==> src/rtl/nano_status_uart.sv <==
// rtl/nano_status_uart.sv - sweeps OUT_CTRL through all codes and streams the sampled monitor outputs as 8N1 UART bytes
// Define MON_CHECKSUM_EN to append an XOR byte over the 16 data bytes after B7.
module nano_status_uart #(
    parameter int CLKS_PER_BIT = 163,
    parameter int SETTLE_CYC   = 2
) (
    input  logic       CLK,
    input  logic       NRST,
    input  logic       START,
    input  logic [7:0] OUT8B_I,
    input  logic [3:0] OUT4B_I,
    output logic [2:0] OUT_CTRL,
    output logic       TX,
    output logic       BUSY,
    output logic       DONE
);
    localparam logic [9:0] BAUD_LAST   = 10'(CLKS_PER_BIT - 1);
    localparam logic [3:0] SETTLE_LAST = 4'(SETTLE_CYC);
    localparam logic [7:0] SYNC_BYTE   = 8'hA5;

    typedef enum logic [2:0] {
        IDLE,
        SYNC,
        SEL_SETTLE,
        SEND_A,
        SEND_B,
`ifdef MON_CHECKSUM_EN
        CHK,
`endif
        FIN
    } state_t;

    state_t     state, state_d;
    logic       start_q;
    logic [2:0] sel, sel_d;
    logic [9:0] baud_cnt, baud_d;
    logic [3:0] bit_idx, bit_d;
    logic [3:0] settle_cnt, settle_d;
    logic [7:0] byte_a, byte_a_d;
    logic [7:0] byte_b, byte_b_d;
    logic [7:0] byte_b_cap;
    logic [7:0] cur_byte;
    logic [2:0] out_ctrl_d;
    logic       tx_d, busy_d, done_d;
    logic       sending, byte_end;
`ifdef MON_CHECKSUM_EN
    logic [7:0] csum, csum_d;
`endif

    assign byte_b_cap = {1'b0, sel, OUT4B_I};

    always_comb begin
        state_d    = state;
        sel_d      = sel;
        baud_d     = baud_cnt;
        bit_d      = bit_idx;
        settle_d   = settle_cnt;
        byte_a_d   = byte_a;
        byte_b_d   = byte_b;
        tx_d       = TX;
        busy_d     = BUSY;
        done_d     = 1'b0;
        out_ctrl_d = OUT_CTRL;
`ifdef MON_CHECKSUM_EN
        csum_d     = csum;
`endif
        sending    = 1'b0;
        byte_end   = 1'b0;
        cur_byte   = SYNC_BYTE;

        case (state)
            SYNC:   sending = 1'b1;
            SEND_A: begin sending = 1'b1; cur_byte = byte_a; end
            SEND_B: begin sending = 1'b1; cur_byte = byte_b; end
`ifdef MON_CHECKSUM_EN
            CHK:    begin sending = 1'b1; cur_byte = csum; end
`endif
            default: ;
        endcase

        // bit_idx: 0 = start bit, 1..8 = data LSB first, 9 = stop bit
        if (sending) begin
            if (baud_cnt == BAUD_LAST) begin
                baud_d = '0;
                if (bit_idx == 4'd9) begin
                    byte_end = 1'b1;
                    bit_d    = '0;
                end else begin
                    bit_d = bit_idx + 4'd1;
                    tx_d  = (bit_idx == 4'd8) ? 1'b1 : cur_byte[bit_idx[2:0]];
                end
            end else begin
                baud_d = baud_cnt + 10'd1;
            end
        end

        case (state)
            IDLE: begin
                if (START && !start_q) begin
                    state_d = SYNC;
                    busy_d  = 1'b1;
                    tx_d    = 1'b0;
                    baud_d  = '0;
                    bit_d   = '0;
                    sel_d   = '0;
`ifdef MON_CHECKSUM_EN
                    csum_d  = '0;
`endif
                end
            end
            SYNC: begin
                if (byte_end) begin
                    state_d    = SEL_SETTLE;
                    tx_d       = 1'b1;
                    out_ctrl_d = sel;
                    settle_d   = '0;
                end
            end
            SEL_SETTLE: begin
                // OUT_CTRL has been stable for SETTLE_CYC + 1 cycles when the capture happens
                if (settle_cnt == SETTLE_LAST) begin
                    state_d  = SEND_A;
                    byte_a_d = OUT8B_I;
                    byte_b_d = byte_b_cap;
`ifdef MON_CHECKSUM_EN
                    csum_d   = csum ^ OUT8B_I ^ byte_b_cap;
`endif
                    tx_d     = 1'b0;
                end else begin
                    settle_d = settle_cnt + 4'd1;
                end
            end
            SEND_A: begin
                if (byte_end) begin
                    state_d = SEND_B;
                    tx_d    = 1'b0;
                end
            end
            SEND_B: begin
                if (byte_end) begin
                    if (sel != 3'd7) begin
                        state_d    = SEL_SETTLE;
                        sel_d      = sel + 3'd1;
                        out_ctrl_d = sel + 3'd1;
                        settle_d   = '0;
                        tx_d       = 1'b1;
                    end else begin
`ifdef MON_CHECKSUM_EN
                        state_d = CHK;
                        tx_d    = 1'b0;
`else
                        state_d    = FIN;
                        done_d     = 1'b1;
                        busy_d     = 1'b0;
                        out_ctrl_d = '0;
                        sel_d      = '0;
                        tx_d       = 1'b1;
`endif
                    end
                end
            end
`ifdef MON_CHECKSUM_EN
            CHK: begin
                if (byte_end) begin
                    state_d    = FIN;
                    done_d     = 1'b1;
                    busy_d     = 1'b0;
                    out_ctrl_d = '0;
                    sel_d      = '0;
                    tx_d       = 1'b1;
                end
            end
`endif
            // DONE is high while in FIN, so a START rise here is ignored
            FIN:     state_d = IDLE;
            default: state_d = IDLE;
        endcase
    end

    always_ff @(posedge CLK) begin
        if (!NRST) begin
            state      <= IDLE;
            start_q    <= 1'b0;
            sel        <= '0;
            baud_cnt   <= '0;
            bit_idx    <= '0;
            settle_cnt <= '0;
            byte_a     <= '0;
            byte_b     <= '0;
            TX         <= 1'b1;
            BUSY       <= 1'b0;
            DONE       <= 1'b0;
            OUT_CTRL   <= '0;
`ifdef MON_CHECKSUM_EN
            csum       <= '0;
`endif
        end else begin
            state      <= state_d;
            start_q    <= START;
            sel        <= sel_d;
            baud_cnt   <= baud_d;
            bit_idx    <= bit_d;
            settle_cnt <= settle_d;
            byte_a     <= byte_a_d;
            byte_b     <= byte_b_d;
            TX         <= tx_d;
            BUSY       <= busy_d;
            DONE       <= done_d;
            OUT_CTRL   <= out_ctrl_d;
`ifdef MON_CHECKSUM_EN
            csum       <= csum_d;
`endif
        end
    end

endmodule
==> config.mk <==
export PLATFORM = sky130hd
export DESIGN_NAME = nano_status_uart
export DESIGN_NICKNAME = d
export VERILOG_FILES = /design/src/rtl/nano_status_uart.sv
export SDC_FILE = /design/constraint.sdc
export NUM_CORES = 1
export LEC_CHECK = 0
export CORE_ASPECT_RATIO = 0.6
export CORE_MARGIN = 3
export CORE_UTILIZATION = 63
export DETAILED_ROUTE_END_ITERATION = 10
export DONT_BUFFER_PORTS = 1
export MAX_ROUTING_LAYER = met4
export PLACE_DENSITY = 0.79
export REMOVE_ABC_BUFFERS = 1
export SYNTH_ARGS = -nofsm -noshare
export SYNTH_HDL_FRONTEND = slang
export SYNTH_SLANG_ARGS = --single-unit
==> constraint.sdc <==
create_clock -name CLK -period 2.2 [get_ports CLK]
set_input_delay 0.55 -clock CLK [delete_from_list [all_inputs] [get_ports CLK]]
set_output_delay 0.55 -clock CLK [all_outputs]
set_load 0.01 [all_outputs]
==> impl_metrics.csv, run 1 <==
group,metric,value,unit
synth,yosys.cell_types.count,54,
detailed_routing,drtIter0Drc,129,
detailed_routing,drt-pass1-iter-count,4,
synth,async_flop_share,0,%
timing,holdWs,0.3478,ns
cells_and_area,drive_gt1_share,8.791,%
clock_tree,cts_htree_levels,2,
global_routing,busiest_layer,"met1",
timing,tightest_slew,0.4569,ns
global_routing,grt_pass1_vias,1740,
min_path,worstHoldPathType,"in2reg",
global_routing,grt_pass1_wl,8.459,mm
global_routing,grt_max_degree,33,
power_and_ir_drop,p_per_area,565.4,mW/mm2
timing,rsz0062_at_grt,"no",
power_and_ir_drop,p_int,1118,uW
global_routing,grt_use_total,24.19,%
placement,gp_congestion,0.9131,
floorplan,core-area,0.003443,mm2
detailed_routing,num_vias,1931,
power_and_ir_drop,sequentialPowerShare,59.0,%
clock_tree,clock_latency,0.29,ns
floorplan,io_pins,21,
synth,synth_edf_count,0,
timing,setup_ws,0.1310,ns
global_routing,antenna_found_initial,0,
floorplan,dieArea,0.004601,mm2
cells_and_area,layout_commonest_cell,"dfxtp_1",
timing,setup_viol,0,
placement,dp_hpwl,3.579,mm
setup_path,crit_path_max_fanout,15,
placement,port_buffers,0,
global_routing,overflow,0,
detailed_routing,via_per_inst,6.072,
floorplan,start_util,69.55,%
timing,fin_worst_skew,0.003338,ns
synth,syn_area,0.002395,mm2
setup_path,critPathLaunchType,"flip-flop",
setup_path,crit_path_end_kind,"flip-flop",
power_and_ir_drop,swShare,22.36,%
floorplan,dieWidth,85.60,um
timing,setup_tns,0,ns
setup_path,crit_arrival,2.23,ns
cells_and_area,most-common-layout-cells,"dfxtp_1 (46), nand2_1 (25), nor2_1 (22)",
timing,hold_viol,0,
clock_tree,tritoncts,"yes",
clock_tree,cts.sinks,46,
clock_tree,cts_root_buffer,"clkbuf_8",
timing,fmax,0.4833,GHz
power_and_ir_drop,peakVddDrop,0.0005009,V
global_routing,gr-usage-met1,35.81,%
min_path,holdCritStartpoint,"NRST",
detailed_routing,drt.antenna.violating_nets,0,
detailed_routing,post_drt_wl_per_cell,15.81,um
synth,synth_seq_cells,46,
synth,synthCells,271,
detailed_routing,routed_wl,5.027,mm
global_routing,met2_usage,33.89,%
timing,slew_viol_final,0,
power_and_ir_drop,comb_power_share,4.2,%
clock_tree,numCtsBuffers,5,
clock_tree,postCtsSetupBuffers,0,
synth,yosysWarningCount,0,
power_and_ir_drop,pwr-share-clk,36.8,%
detailed_routing,route.detailed.drc,0,
cells_and_area,fin_nets,293,
setup_path,worstSetupPathType,"reg2reg",
flow_run,cap_violations,0,
floorplan,row_count,16,
run_status,status,"complete, no violations",
timing,min_period_over_period,94.05,%
synth,ys_seq_area_share,38.45,%
floorplan,fp.dieH,53.76,um
synth,syn_avg_cell_area,8.837,um2
timing,finalCriticalPeriod,2.069,ns
power_and_ir_drop,power.leakage,0.001013,uW
clock_tree,clk_pin_slew,0.08,ns
synth,ys.flop_type,"dfxtp_1",
global_routing,grt_use_met3,5.046,%
cells_and_area,syn_to_final_growth,6.322,%
setup_path,r2r_start,"state[2]$_SDFFE_PN0P_",
power_and_ir_drop,power_switching,321.9,uW
cells_and_area,antenna_cells,0,
clock_tree,cts_buffer_depth,2,
timing,slew_headroom,69.50,%
setup_path,cp_data_required_time,2.37,ns
setup_path,startpoint,"state[2]$_SDFFE_PN0P_",
placement,dp_slack,0.1841,ns
## registers in the layout (all words and copies together), names as in the netlist
register,count
settle_cnt,4
OUT_CTRL,3
DONE,1
byte_a,8
baud_cnt,10
start_q,1
bit_idx,4
TX,1
BUSY,1
byte_b,7
sel,3
state,3
## per-stage QoR
| step | std cells | utilization (%) | total power [uW] | area, um2 |
|---|---|---|---|---|
| 3_5_place_dp | 310 | 71.26 | 927.6 | 2454 |
| 2_1_floorplan | 256 | - | 910.9 | 2330 |
| 5_1_grt | 318 | 73.95 | 1490 | 2546 |
| 4_1_cts | 318 | 73.91 | 1448 | 2545 |
| 6_report | 318 | 73.95 | 1440 | 2546 |
| 3_3_place_gp | 310 | 71.26 | 926.0 | 2454 |
## final cells by class
type / count / area, um2
sequential: 46 / 920.9
fill: 283 / 897.1
multi-input combinational: 202 / 1380
clock inverter: 1 / 5.005
timing repair buffer: 9 / 67.56
inverter: 8 / 30.03
tap: 45 / 56.30
clock buffer: 7 / 86.33
## repair_timing
action,CTS,global route
gates resized for setup,0,1
hold endpoints to repair,0,0
hold buffers,0,0
setup endpoints to repair,0,1
## worst max-delay path, cell delays in order, from the launching register on
cell,delay (ns)
dfxtp_1,0.57
or3b_1,0.56
o221ai_1,0.24
a211oi_1,0.11
nor4_1,0.32
o221ai_1,0.15
## kinds of logic after synthesis
| family | Yosys count | synth area share [%] |
|---|---|---|
| simple gates | 118 | 28.11 |
| compound gates | 51 | 15.62 |
| flops | 46 | 38.45 |
| buf+inv | 23 | 3.971 |
| mux | 16 | 6.687 |
| xor+xnor | 11 | 4.023 |
| fa+ha+maj | 6 | 3.135 |
## routing by layer
metal | up-vias | routed length, um
met5 | - | 0
met4 | 0 | 36
met3 | 5 | 377
met2 | 72 | 1961
met1 | 882 | 2651
li1 | 972 | -
## path summary, 6_finish.rpt
kind                                                    to  slack [ns]  cells after the start
worst max-delay path                         TX$_SDFF_PN1_        0.13                      5
worst min-delay path                         TX$_SDFF_PN1_        0.35                      1
worst max register to register               TX$_SDFF_PN1_        0.13                      5
worst min register to register  settle_cnt[1]$_SDFFE_PN0P_        0.50                      2
## Yosys cell counts, types with 3 or more instances
| cell | instances | area [um2] |
|---|---|---|
| nor3b_1 | 7 | 52.55 |
| nor2_1 | 22 | 82.58 |
| nor2b_1 | 20 | 125.1 |
| nor4_1 | 4 | 25.02 |
| nand2_1 | 25 | 93.84 |
| nand3_1 | 8 | 40.04 |
| ha_1 | 6 | 75.07 |
| xor2_1 | 4 | 35.03 |
| nor3_1 | 3 | 15.01 |
| or3_1 | 4 | 25.02 |
| mux2i_1 | 16 | 160.2 |
| inv_1 | 8 | 30.03 |
| nand2b_1 | 4 | 25.02 |
| o211a_1 | 3 | 30.03 |
| clkbuf_1 | 8 | 30.03 |
| a22oi_1 | 3 | 22.52 |
| and3_1 | 4 | 25.02 |
| nand4_1 | 4 | 25.02 |
| buf_2 | 4 | 20.02 |
| a21oi_1 | 12 | 60.06 |
| xnor2_1 | 7 | 61.31 |
| dfxtp_1 | 46 | 920.9 |
| o21ai_0 | 7 | 35.03 |
## power groups by stage
stage,logic (uW),registers (uW),clock network [uW]
3_3_place_gp,57.1,869,0
4_1_cts,59.2,849,540
2_1_floorplan,40.4,870,0
5_1_grt,66.3,851,572
6_report,60.6,849,530
3_5_place_dp,58.5,869,0
Note: power is estimated with default switching activity, not from simulation.
==> run 2: changes to the inputs <==
CELL_PAD_IN_SITES_DETAIL_PLACEMENT = 1   (was not set)
CELL_PAD_IN_SITES_GLOBAL_PLACEMENT = 1   (was not set)
CORE_ASPECT_RATIO = not set   (was 0.6)
CORE_UTILIZATION = 48   (was 63)
==> impl_metrics.csv, run 2 (synthesized netlist as in run 1, its figures left out) <==
group,metric,value,unit
run_status,status,"complete, no violations",
global_routing,grt_pass1_vias,1935,
setup_path,crit_path_end_kind,"flip-flop",
detailed_routing,num_vias,1935,
detailed_routing,drt.antenna.violating_nets,0,
setup_path,cp_data_required_time,2.44,ns
timing,holdWs,0.3348,ns
clock_tree,cts_htree_levels,2,
min_path,worstHoldPathType,"in2reg",
global_routing,antenna_found_initial,0,
floorplan,row_count,25,
clock_tree,tritoncts,"yes",
power_and_ir_drop,power.leakage,0.001033,uW
flow_run,cap_violations,0,
setup_path,crit_arrival,2.22,ns
setup_path,crit_chain,"buf_4, or3b_1, nor2_1, a31oi_4, or3_1, a21boi_1",
detailed_routing,route.detailed.drc,0,
power_and_ir_drop,p_int,1228,uW
placement,port_buffers,0,
power_and_ir_drop,sequentialPowerShare,54.5,%
global_routing,grt_pass1_wl,9.432,mm
detailed_routing,via_per_inst,5.674,
setup_path,slowest_stage,"dfxtp_1",
cells_and_area,antenna_cells,0,
power_and_ir_drop,power_switching,335.0,uW
timing,tightest_slew,0.4817,ns
clock_tree,numCtsBuffers,5,
power_and_ir_drop,p_per_area,599.1,mW/mm2
floorplan,io_pins,21,
clock_tree,cts_root_buffer,"clkbuf_8",
power_and_ir_drop,swShare,21.43,%
detailed_routing,drt-pass1-iter-count,4,
placement,gp_congestion,0.8078,
timing,slew_viol_final,0,
clock_tree,clk_pin_slew,0.08,ns
cells_and_area,drive_gt1_share,9.124,%
detailed_routing,drtIter0Drc,78,
timing,rsz0062_at_grt,"no",
power_and_ir_drop,peakVddDrop,0.0003840,V
timing,setup_ws,0.2119,ns
setup_path,crit_path_max_fanout,11,
timing,min_period_over_period,90.37,%
clock_tree,clock_latency,0.31,ns
clock_tree,cts.sinks,46,
cells_and_area,fin_nets,295,
floorplan,start_util,50.04,%
timing,setup_viol,0,
global_routing,grt_use_total,20.52,%
floorplan,dieArea,0.005873,mm2
floorplan,core-area,0.004786,mm2
cells_and_area,final-seq-area,920.9,um2
clock_tree,cts_hold_buf,0,
cells_and_area,syn_to_final_growth,8.934,%
cells_and_area,post-route-util,54.51,%
timing,hold_viol,0,
cells_and_area,multiInputGateArea,0.001379,mm2
cells_and_area,layoutNonFillerInstCount,341,
setup_path,critPathLaunchType,"flip-flop",
setup_path,worstSetupPathType,"reg2reg",
detailed_routing,routed_wl,5.509,mm
cells_and_area,nFillCells,558,
cells_and_area,most-common-layout-cells,"dfxtp_1 (46), nand2_1 (25), nor2_1 (22)",
timing,finalCriticalPeriod,1.988,ns
detailed_routing,post_drt_wl_per_cell,16.16,um
cells_and_area,largest_register_ffs,10,
cells_and_area,largestRegisters,"baud_cnt: 10 flops, byte_a: 8 flops, byte_b: 7 flops",
placement,placed_cells,334,
placement,dp_slack,0.2474,ns
timing,setup_tns,0,ns
floorplan,fp.dieH,76.64,um
clock_tree,cts_resized,0,
timing,fmax,0.5030,GHz
power_and_ir_drop,comb_power_share,3.6,%
global_routing,overflow,0,
setup_path,ff2ff_setup_slack,0.21,ns
placement,dp_hpwl,3.892,mm
global_routing,grt_max_degree,33,
cells_and_area,layout_commonest_cell,"dfxtp_1",
timing,fin_worst_skew,0.008323,ns
clock_tree,cts_buffer_depth,2,
timing,slew_headroom,67.82,%
power_and_ir_drop,pwr-share-clk,41.9,%
clock_tree,postCtsSetupBuffers,0,
setup_path,critPathMaxStageDelay,0.44,ns
floorplan,dieWidth,76.64,um
cells_and_area,regMostFlops,"baud_cnt",
-- run 2: worst paths after layout --
path	endpoint	cells after the start	startpoint
setup reg to reg	settle_cnt[1]$_SDFFE_PN0P_	6	state[0]$_SDFFE_PN0P_
hold reg to reg	settle_cnt[1]$_SDFFE_PN0P_	2	settle_cnt[1]$_SDFFE_PN0P_
setup / recovery	settle_cnt[1]$_SDFFE_PN0P_	6	state[0]$_SDFFE_PN0P_
hold / removal	TX$_SDFF_PN1_	1	NRST
-- run 2: worst max-delay path, delay by kind of cell, from the launching register on --
kind | cells | cell delay [ns]
and+or+nand+nor | 3 | 1.03
buffers and inverters | 1 | 0.23
AOI/OAI and AO/OA | 2 | 0.22
DFF | 1 | 0.44
-- run 2: per-stage QoR --
| step | total power [uW] | instance area [um2] |
|---|---|---|
| after floorplan | 910.9 | 2330 |
| after global placement | 927.1 | 2496 |
| after CTS | 1576 | 2609 |
| after detailed placement | 928.1 | 2496 |
| after global routing | 1617 | 2609 |
| final | 1563 | 2609 |
-- run 2: metal layers --
metal  part of all wire [%]  GRT usage [%]
met4                    1.5          7.971
met2                     47          32.60
met5                      0              -
met3                    2.8          4.492
met1                     49          25.46
-- run 2: area by class of cell --
type                       count  area share [%]
timing repair buffer          11           3.165
clock inverter                 1           1.151
sequential                    46           35.30
tap                           67           3.213
clock buffer                   6           3.165
multi-input combinational    202           52.85
inverter                       8           1.151
-- run 2: power by group through the flow --
stage                     sequential (uW)  combinational (uW)  clock, uW
after floorplan                       870                40.4          0
after global placement                871                55.9          0
after detailed placement              871                56.6          0
after CTS                             852                56.9        667
after global routing                  854                62.3        700
final                                 852                56.5        654
